$ cat src/rtl/hazard_unit_mc.sv
// hazard_unit_mc
// Hazard unit for the 5-stage RISC-V core. It provides:
//   - EX-stage operand forwarding from MEM and WB
//   - load-use interlock
//   - branch/jump redirect flush
//   - occupancy tracking for multi-cycle mul/div ops held in EX
//   - a data-memory wait freeze
// It drives the pipeline-register enables and flushes directly.
//
// Ports:
//   clk, rst                   core clock, synchronous active-high reset
//   rs1_d/rs2_d, use_rs*_d     decode-stage sources and their use flags
//   rs1_e/rs2_e/rd_e           EX-stage register indices
//   ld_e, mdu_e, pc_sel_e      EX is a load / mul-div / taken redirect
//   rd_m/rd_w, regwrite_m/_w   MEM and WB destinations and write enables
//   dmem_req_m, dmem_ready     data-memory handshake
//   fwd_a_e/fwd_b_e            operand select: 00 regfile, 10 MEM, 01 WB
//   en_f/en_d/en_e/en_m        pipeline-register advance enables
//   flush_d/flush_e/flush_m    bubble inserts
//   mdu_busy, mdu_done         MDU occupancy and final-cycle pulse
//
// MDU FSM states:
//   state | meaning
//   IDLE  | no MDU op in EX (an op arriving now starts occupancy this cycle)
//   BUSY  | MDU op occupying EX; cnt_q = occupancy cycles left after this one
//
// The entry cycle counts as the first occupancy cycle, so it is treated as
// carrying cnt = MDU_LAT-1 and the stored count after entry is MDU_LAT-2.
// This gives exactly MDU_LAT cycles in EX and MDU_LAT-1 bubbles into MEM.
// MDU_LAT must be in 2..16 and fit in CNT_W bits.

module hazard_unit_mc #(
  parameter int REG_AW  = 5,
  parameter int MDU_LAT = 4,
  parameter int CNT_W   = 4
) (
  input  logic              clk,
  input  logic              rst,
  input  logic [REG_AW-1:0] rs1_d,
  input  logic [REG_AW-1:0] rs2_d,
  input  logic              use_rs1_d,
  input  logic              use_rs2_d,
  input  logic [REG_AW-1:0] rs1_e,
  input  logic [REG_AW-1:0] rs2_e,
  input  logic [REG_AW-1:0] rd_e,
  input  logic              ld_e,
  input  logic              mdu_e,
  input  logic              pc_sel_e,
  input  logic [REG_AW-1:0] rd_m,
  input  logic [REG_AW-1:0] rd_w,
  input  logic              regwrite_m,
  input  logic              regwrite_w,
  input  logic              dmem_req_m,
  input  logic              dmem_ready,
  output logic [1:0]        fwd_a_e,
  output logic [1:0]        fwd_b_e,
  output logic              en_f,
  output logic              en_d,
  output logic              en_e,
  output logic              en_m,
  output logic              flush_d,
  output logic              flush_e,
  output logic              flush_m,
  output logic              mdu_busy,
  output logic              mdu_done
);

  typedef enum logic {
    IDLE = 1'b0,
    BUSY = 1'b1
  } mdu_state_t;

  localparam logic [CNT_W-1:0] CNT_ENTRY = CNT_W'(MDU_LAT - 1);
  localparam logic [CNT_W-1:0] CNT_LOAD  = CNT_W'(MDU_LAT - 2);
  localparam logic [CNT_W-1:0] CNT_ONE   = CNT_W'(1);

  mdu_state_t       state_q, state_d;
  logic [CNT_W-1:0] cnt_q, cnt_d;

  logic             memwait;
  logic             lwstall;
  logic             mdu_enter;
  logic             in_op;
  logic [CNT_W-1:0] cnt_cur;
  logic             mduhold;

  // ---------------------------------------------------------------------
  // Hazard conditions
  // ---------------------------------------------------------------------
  always_comb begin
    memwait = dmem_req_m && !dmem_ready;

    lwstall = ld_e && (rd_e != '0) &&
              ((use_rs1_d && (rs1_d == rd_e)) ||
               (use_rs2_d && (rs2_d == rd_e)));

    // An op arriving while memory is stalled waits; it enters on the
    // first non-stalled cycle instead.
    mdu_enter = (state_q == IDLE) && mdu_e && !memwait;
    in_op     = (state_q == BUSY) || mdu_enter;
    cnt_cur   = mdu_enter ? CNT_ENTRY : cnt_q;
    mduhold   = in_op && (cnt_cur != '0);
  end

  // ---------------------------------------------------------------------
  // MDU FSM: next state
  // ---------------------------------------------------------------------
  always_comb begin
    state_d = state_q;
    cnt_d   = cnt_q;
    // memwait freezes both state and count.
    if (!memwait) begin
      case (state_q)
        IDLE: begin
          if (mdu_e) begin
            state_d = BUSY;
            cnt_d   = CNT_LOAD;
          end
        end
        BUSY: begin
          if (cnt_q == '0) begin
            state_d = IDLE;
          end else begin
            cnt_d = cnt_q - CNT_ONE;
          end
        end
        default: begin
          state_d = IDLE;
          cnt_d   = '0;
        end
      endcase
    end
  end

  always_ff @(posedge clk) begin
    if (rst) begin
      state_q <= IDLE;
      cnt_q   <= '0;
    end else begin
      state_q <= state_d;
      cnt_q   <= cnt_d;
    end
  end

  // ---------------------------------------------------------------------
  // Forwarding: MEM has priority over WB, x0 never forwarded, not gated
  // by stalls.
  // ---------------------------------------------------------------------
  always_comb begin
    fwd_a_e = 2'b00;
    fwd_b_e = 2'b00;
    if (!rst) begin
      if (regwrite_m && (rd_m == rs1_e) && (rs1_e != '0)) begin
        fwd_a_e = 2'b10;
      end else if (regwrite_w && (rd_w == rs1_e) && (rs1_e != '0)) begin
        fwd_a_e = 2'b01;
      end

      if (regwrite_m && (rd_m == rs2_e) && (rs2_e != '0)) begin
        fwd_b_e = 2'b10;
      end else if (regwrite_w && (rd_w == rs2_e) && (rs2_e != '0)) begin
        fwd_b_e = 2'b01;
      end
    end
  end

  // ---------------------------------------------------------------------
  // Pipeline control, highest priority first
  // ---------------------------------------------------------------------
  always_comb begin
    en_f     = 1'b1;
    en_d     = 1'b1;
    en_e     = 1'b1;
    en_m     = 1'b1;
    flush_d  = 1'b0;
    flush_e  = 1'b0;
    flush_m  = 1'b0;
    mdu_busy = 1'b0;
    mdu_done = 1'b0;

    if (rst) begin
      flush_d = 1'b1;
      flush_e = 1'b1;
      flush_m = 1'b1;
    end else begin
      mdu_busy = in_op;
      // The final occupancy cycle only counts once memory lets it advance.
      mdu_done = in_op && (cnt_cur == '0) && !memwait;

      if (memwait) begin
        en_f = 1'b0;
        en_d = 1'b0;
        en_e = 1'b0;
        en_m = 1'b0;
      end else if (mduhold) begin
        // Hold F/D/E on the MDU op; MEM keeps draining and gets a bubble.
        en_f    = 1'b0;
        en_d    = 1'b0;
        en_e    = 1'b0;
        flush_m = 1'b1;
      end else if (pc_sel_e) begin
        // Redirect wins over a load-use stall: the younger op is squashed.
        flush_d = 1'b1;
        flush_e = 1'b1;
      end else if (lwstall) begin
        en_f    = 1'b0;
        en_d    = 1'b0;
        flush_e = 1'b1;
      end
    end
  end

endmodule

$ cat config.mk
export PLATFORM = sky130hd
export DESIGN_NAME = hazard_unit_mc
export DESIGN_NICKNAME = d
export VERILOG_FILES = /design/src/rtl/hazard_unit_mc.sv
export SDC_FILE = /design/constraint.sdc
export NUM_CORES = 1
export LEC_CHECK = 0
export BUFFER_PORTS_ARGS = -buffer_cell sky130_fd_sc_hd__buf_2
export CORE_MARGIN = 3
export CORE_UTILIZATION = 39
export CTS_CLUSTER_SIZE = 16
export DETAILED_ROUTE_END_ITERATION = 10
export PLACE_DENSITY_LB_ADDON = 0.08
export SLEW_MARGIN = 25
export SYNTH_ARGS = -nofsm -noshare
export SYNTH_HDL_FRONTEND = slang
export SYNTH_SLANG_ARGS = --single-unit
export TNS_END_PERCENT = 5
$ cat constraint.sdc
create_clock -name clk -period 2.1 [get_ports clk]
set_input_delay 0 -clock clk [delete_from_list [all_inputs] [get_ports clk]]
set_output_delay 0 -clock clk [all_outputs]
set_load 0.1 [all_outputs]
* Word-level counts from Yosys, hierarchy flattened *
Cells that the tools add are included.

word-level totals
  flip-flop bits (word level) = 5
  bits of input ports = 46
  output and inout port bits = 13
  word-level logic and storage cells = 79

cells by class
  $add $sub $neg = 1
  eq/ne operators = 8
  muxes and demuxes = 37
  bitwise gates (word level) = 2
  reduce and logical (&&, ||, !) cells = 29

operator list
  cell                                               count
  equality test 5 bit                                6
  two-way mux 1 bit                                  28
  logical AND 1 bit                                  18
  nonzero test 5 bit                                 3
  two-way mux 4 bit                                  3
  zero test 4 bit                                    2
  two-way mux 2 bit                                  4
  case mux 4 bit (2 select lines)                    1
  != test 2 bit (second input constant)              2
  nonzero test 4 bit                                 1
  subtractor 4 x 1 -> 4 bit (second input constant)  1
  AND reduction 3 bit                                1
  zero test 1 bit                                    2
  logical OR 1 bit                                   2
  NOT 1 bit                                          2
  case mux 1 bit (2 select lines)                    1

* Logic depth before layout (Yosys ltp) *
  depth in word-level cells = 10
  mapped depth = 6
  gate-level depth less buffers = 6

* Worst setup path after synthesis *
No wires, ideal clock.

  kind = input -> output
  start = in rs1_e[1]
  end = out fwd_a_e[0]
  data arrival time = 3.608 ns
  data required time = 2.100 ns
  slack = -1.508 ns
  cell stages on the path = 4
  path buffers = 0
  cell sequence = or4_1 -> nor2_1 -> nor4_1 -> nor4_1

between the ends
  cells in the longest elaborated chain, start to end = 6
  elaborated cells between the ends (all ways) = 10
  those cells by class = eq/ne (2); mux (3); reduce/logical (5)

RTL lines
  item                            line  RTL
  from (decl)                     43    input logic [REG_AW-1:0] rs1_e,
  equality test 5 bit             155   end else if (regwrite_w && (rd_w == rs1_e) && (rs1_e != '0)) begin
  logical AND 1 bit (2 in a row)  155
  two-way mux 1 bit               155
  two-way mux 2 bit *             153   if (regwrite_m && (rd_m == rs1_e) && (rs1_e != '0)) begin
  two-way mux 2 bit *             152   if (!rst) begin
  to (decl)                       55    output logic [1:0] fwd_a_e,

Mark *: on every way between the ends. The rest lies on a longest branch, timed or not.

* Worst setup path after layout *
  start = reg cnt_q[0]
  end = out en_f

between the ends
  cells in the longest elaborated chain, start to end = 6

RTL lines
  item                    line  RTL
  from (decl)             78    logic [CNT_W-1:0] cnt_q, cnt_d;
  from (signal assigned)  141   cnt_q <= cnt_d;
  two-way mux 4 bit       101   cnt_cur = mdu_enter ? CNT_ENTRY : cnt_q;
  nonzero test 4 bit      102   mduhold = in_op && (cnt_cur != '0);
  logical AND 1 bit       102
  two-way mux 1 bit       195   end else if (mduhold) begin
  two-way mux 1 bit       190   if (memwait) begin
  two-way mux 1 bit       181   if (rst) begin
  to (decl)               57    output logic en_f,

Every way passes these cells.

==> results.py <==
metrics = {
    "place": {
        "hpwl_mm": 1.86,
        "finalWeightedCongestion": 0.892,
        "portBuffers": 58,
    },
    "cells_and_area": {
        "nets": 207,
        "final_layout_size_suffix_gt1_frac": 0.434,
        "antennaDiodeCount": 0,
        "area_growth_pct": 48.3,
        "final_core_util": 0.634,
    },
    "sta": {
        "slew_violations": 0,
        "worst_pin_slew_ns": 0.481,
        "min_period_over_period": 0.923,
        "rsz0062_at_grt": "no",
        "relSlewSlack": 0.678,
        "setup_viol": 0,
        "finalHoldWorstSlack_ns": 0.0811,
        "period_minus_slack_ns": 1.94,
        "hold_viol": 0,
        "fin_skew_ns": 0.00166,
        "fmax_ghz": 0.516,
    },
    "min_path": {
        "hp-start": "dmem_ready",
        "min_path_type": "primary input to flop",
    },
    "setup_path": {
        "end_kind": "output port",
        "arrival_ns": 1.94,
        "cp-startpoint": "cnt_q[0]",
        "crit_path_max_fanout": 4,
        "crit_required_ns": 2.10,
        "regToRegStartpoint": "cnt_q[0]",
        "crit_type": "flop to output port",
        "start_kind": "flop",
    },
    "cts": {
        "clkSinkCount": 5,
        "ctsHoldBuffers": 0,
        "clk_pin_slew_ns": 0.05,
        "htreeDepth": 1,
        "clockBufferDepth": 2,
        "tritoncts": "built",
        "cts_resized": 0,
        "clk_latency_ns": 0.25,
        "cts_setup_buffers": 0,
        "clockRootBuffer": "clkbuf_4",
        "numCtsBuffers": 3,
    },
    "floorplanning": {
        "io_pins": 59,
        "coreArea_sq_um": 1780,
        "die_w_microns": 50.2,
        "die-area_sq_um": 2520,
        "initial_core_util": 0.427,
        "row_count": 15,
        "dieHeight_microns": 50.2,
    },
    "power": {
        "irDropWorstVdd_uv": 228,
        "powerDensity_nw_per_um2": 473,
        "leakagePower_uw": 0.000485,
    },
    "synthesis": {
        "async_reset_ff_frac": 0,
        "avgSynthCellArea_sq_um": 7.62,
        "yosysTopAreaCell": "xnor2_1",
        "synth_nets": 147,
        "ys_ff_latch": 5,
        "synth_top_area_share": 0.207,
        "synth-seq-area-share": 0.131,
        "synthCells": 100,
        "yosysUniqueCellTypes": 32,
        "synth_edf_count": 0,
        "post_synth_most_frequent_cells": "xnor2_1 (18), xor2_1 (14), nor2_1 (7), nor4_1 (7), nand4_1 (6)",
        "yosys-top-cells-area": "xnor2_1 (21%), xor2_1 (16%), dfxtp_1 (13%)",
        "yosysMostFrequentCell": "xnor2_1",
        "synthFlopType": "dfxtp_1",
        "syn_area_sq_um": 762,
        "yosys_warnings": 0,
    },
    "detailed_routing": {
        "route.detailed.drc": 0,
        "wl_per_cell_microns": 11.6,
        "vias": 930,
        "routed_wl_mm": 2.14,
        "first_pass_iters": 4,
        "ant_nets": 0,
        "drt_iter0_drc": 14,
        "viasPerCell": 5.05,
    },
    "grt": {
        "overflow": 0,
        "grt_pass1_vias": 827,
        "track_usage": 0.168,
        "grt_max_degree": 16,
        "grt_pass1_wl_mm": 3.39,
        "grt_antenna_before_repair": 0,
    },
    "status": {
        "outcome": "finished clean",
    },
    "job": {
        "cap_violations": 0,
    },
}
[cell families (layout without fill, tap and decap cells)]
logic type | count (synthesis) | after routing | share of synthesized area
AOI/OAI and AO/OA | 11 | 11 | 0.103
xor gates and xnor gates | 32 | 32 | 0.368
adders and majority gates | 1 | 1 | 0.0164
and+or+nand+nor | 45 | 45 | 0.346
DFF | 5 | 5 | 0.131
buffers and inverters | 6 | 65 | 0.0345
[worst max-delay path, cell delays in order (launching register included)]
cell and delay (ns):
dfxtp_1 0.33, o41ai_1 0.45, a31oi_1 0.24, inv_1 0.11, o41a_2 0.15, buf_2 0.42
[sequential cells by signal, indices dropped and copies added (netlist names)]
register and cells:
cnt_q 4, state_q 1
[placed cells by master (no fill, tap or decap), types with 2 or more instances in the layout]
cell type	n
a21oi_1	3
buf_2	57
clkbuf_4	3
dfxtp_1	5
inv_1	3
nand2_1	4
nand2b_1	3
nand4_1	6
nor2_1	7
nor2b_1	4
nor3_1	3
nor4_1	5
nor4_2	2
or4_1	3
xnor2_1	18
xor2_1	14
[power by group]
group	switching, uW	internal [uW]	total [uW]
combinational	201	110	311
clock	43.5	72.1	116
sequential	7.67	101	108
[path summary, 6_finish.rpt]
kind	to	slack, ns	depth (start not counted)
max	en_f	0.16	5
min	state_q	0.08	4
min reg2reg	cnt_q[1]	0.54	2
max reg2reg	cnt_q[0]	0.41	6
[area by class of cell]
type                            instances  area [sq um]
Timing Repair Buffer                   58           305
Multi-Input combinational cell         89           656
Inverter                                3          11.3
Fill cell                             159           653
Tap cell                               25          31.3
Clock buffer                            4          26.3
Sequential cell                         5           100
[metal layers]
| metal | vias to the layer above | GRT usage | share of wire |
|---|---|---|---|
| li1 | 478 | - | - |
| met3 | 4 | 0.0148 | 0.072 |
| met1 | 406 | 0.236 | 0.46 |
| met4 | 0 | 0.0691 | 0.014 |
| met5 | - | 0 | 0 |
| met2 | 42 | 0.261 | 0.45 |
[metrics by stage]
step           setup TNS (ns)  total power [uW]  instances  cell area, sq um  setup slack, ns
2_1_floorplan           -1.48               325        100               782           -0.487
3_3_place_gp                0               418        180              1100            0.427
3_5_place_dp                0               421        180              1100            0.446
4_1_cts                     0               539        184              1130            0.163
5_1_grt                     0               565        184              1130           0.0298
6_report                    0               535        184              1130            0.162
No activity file was read; power rests on OpenSTA's default activity.
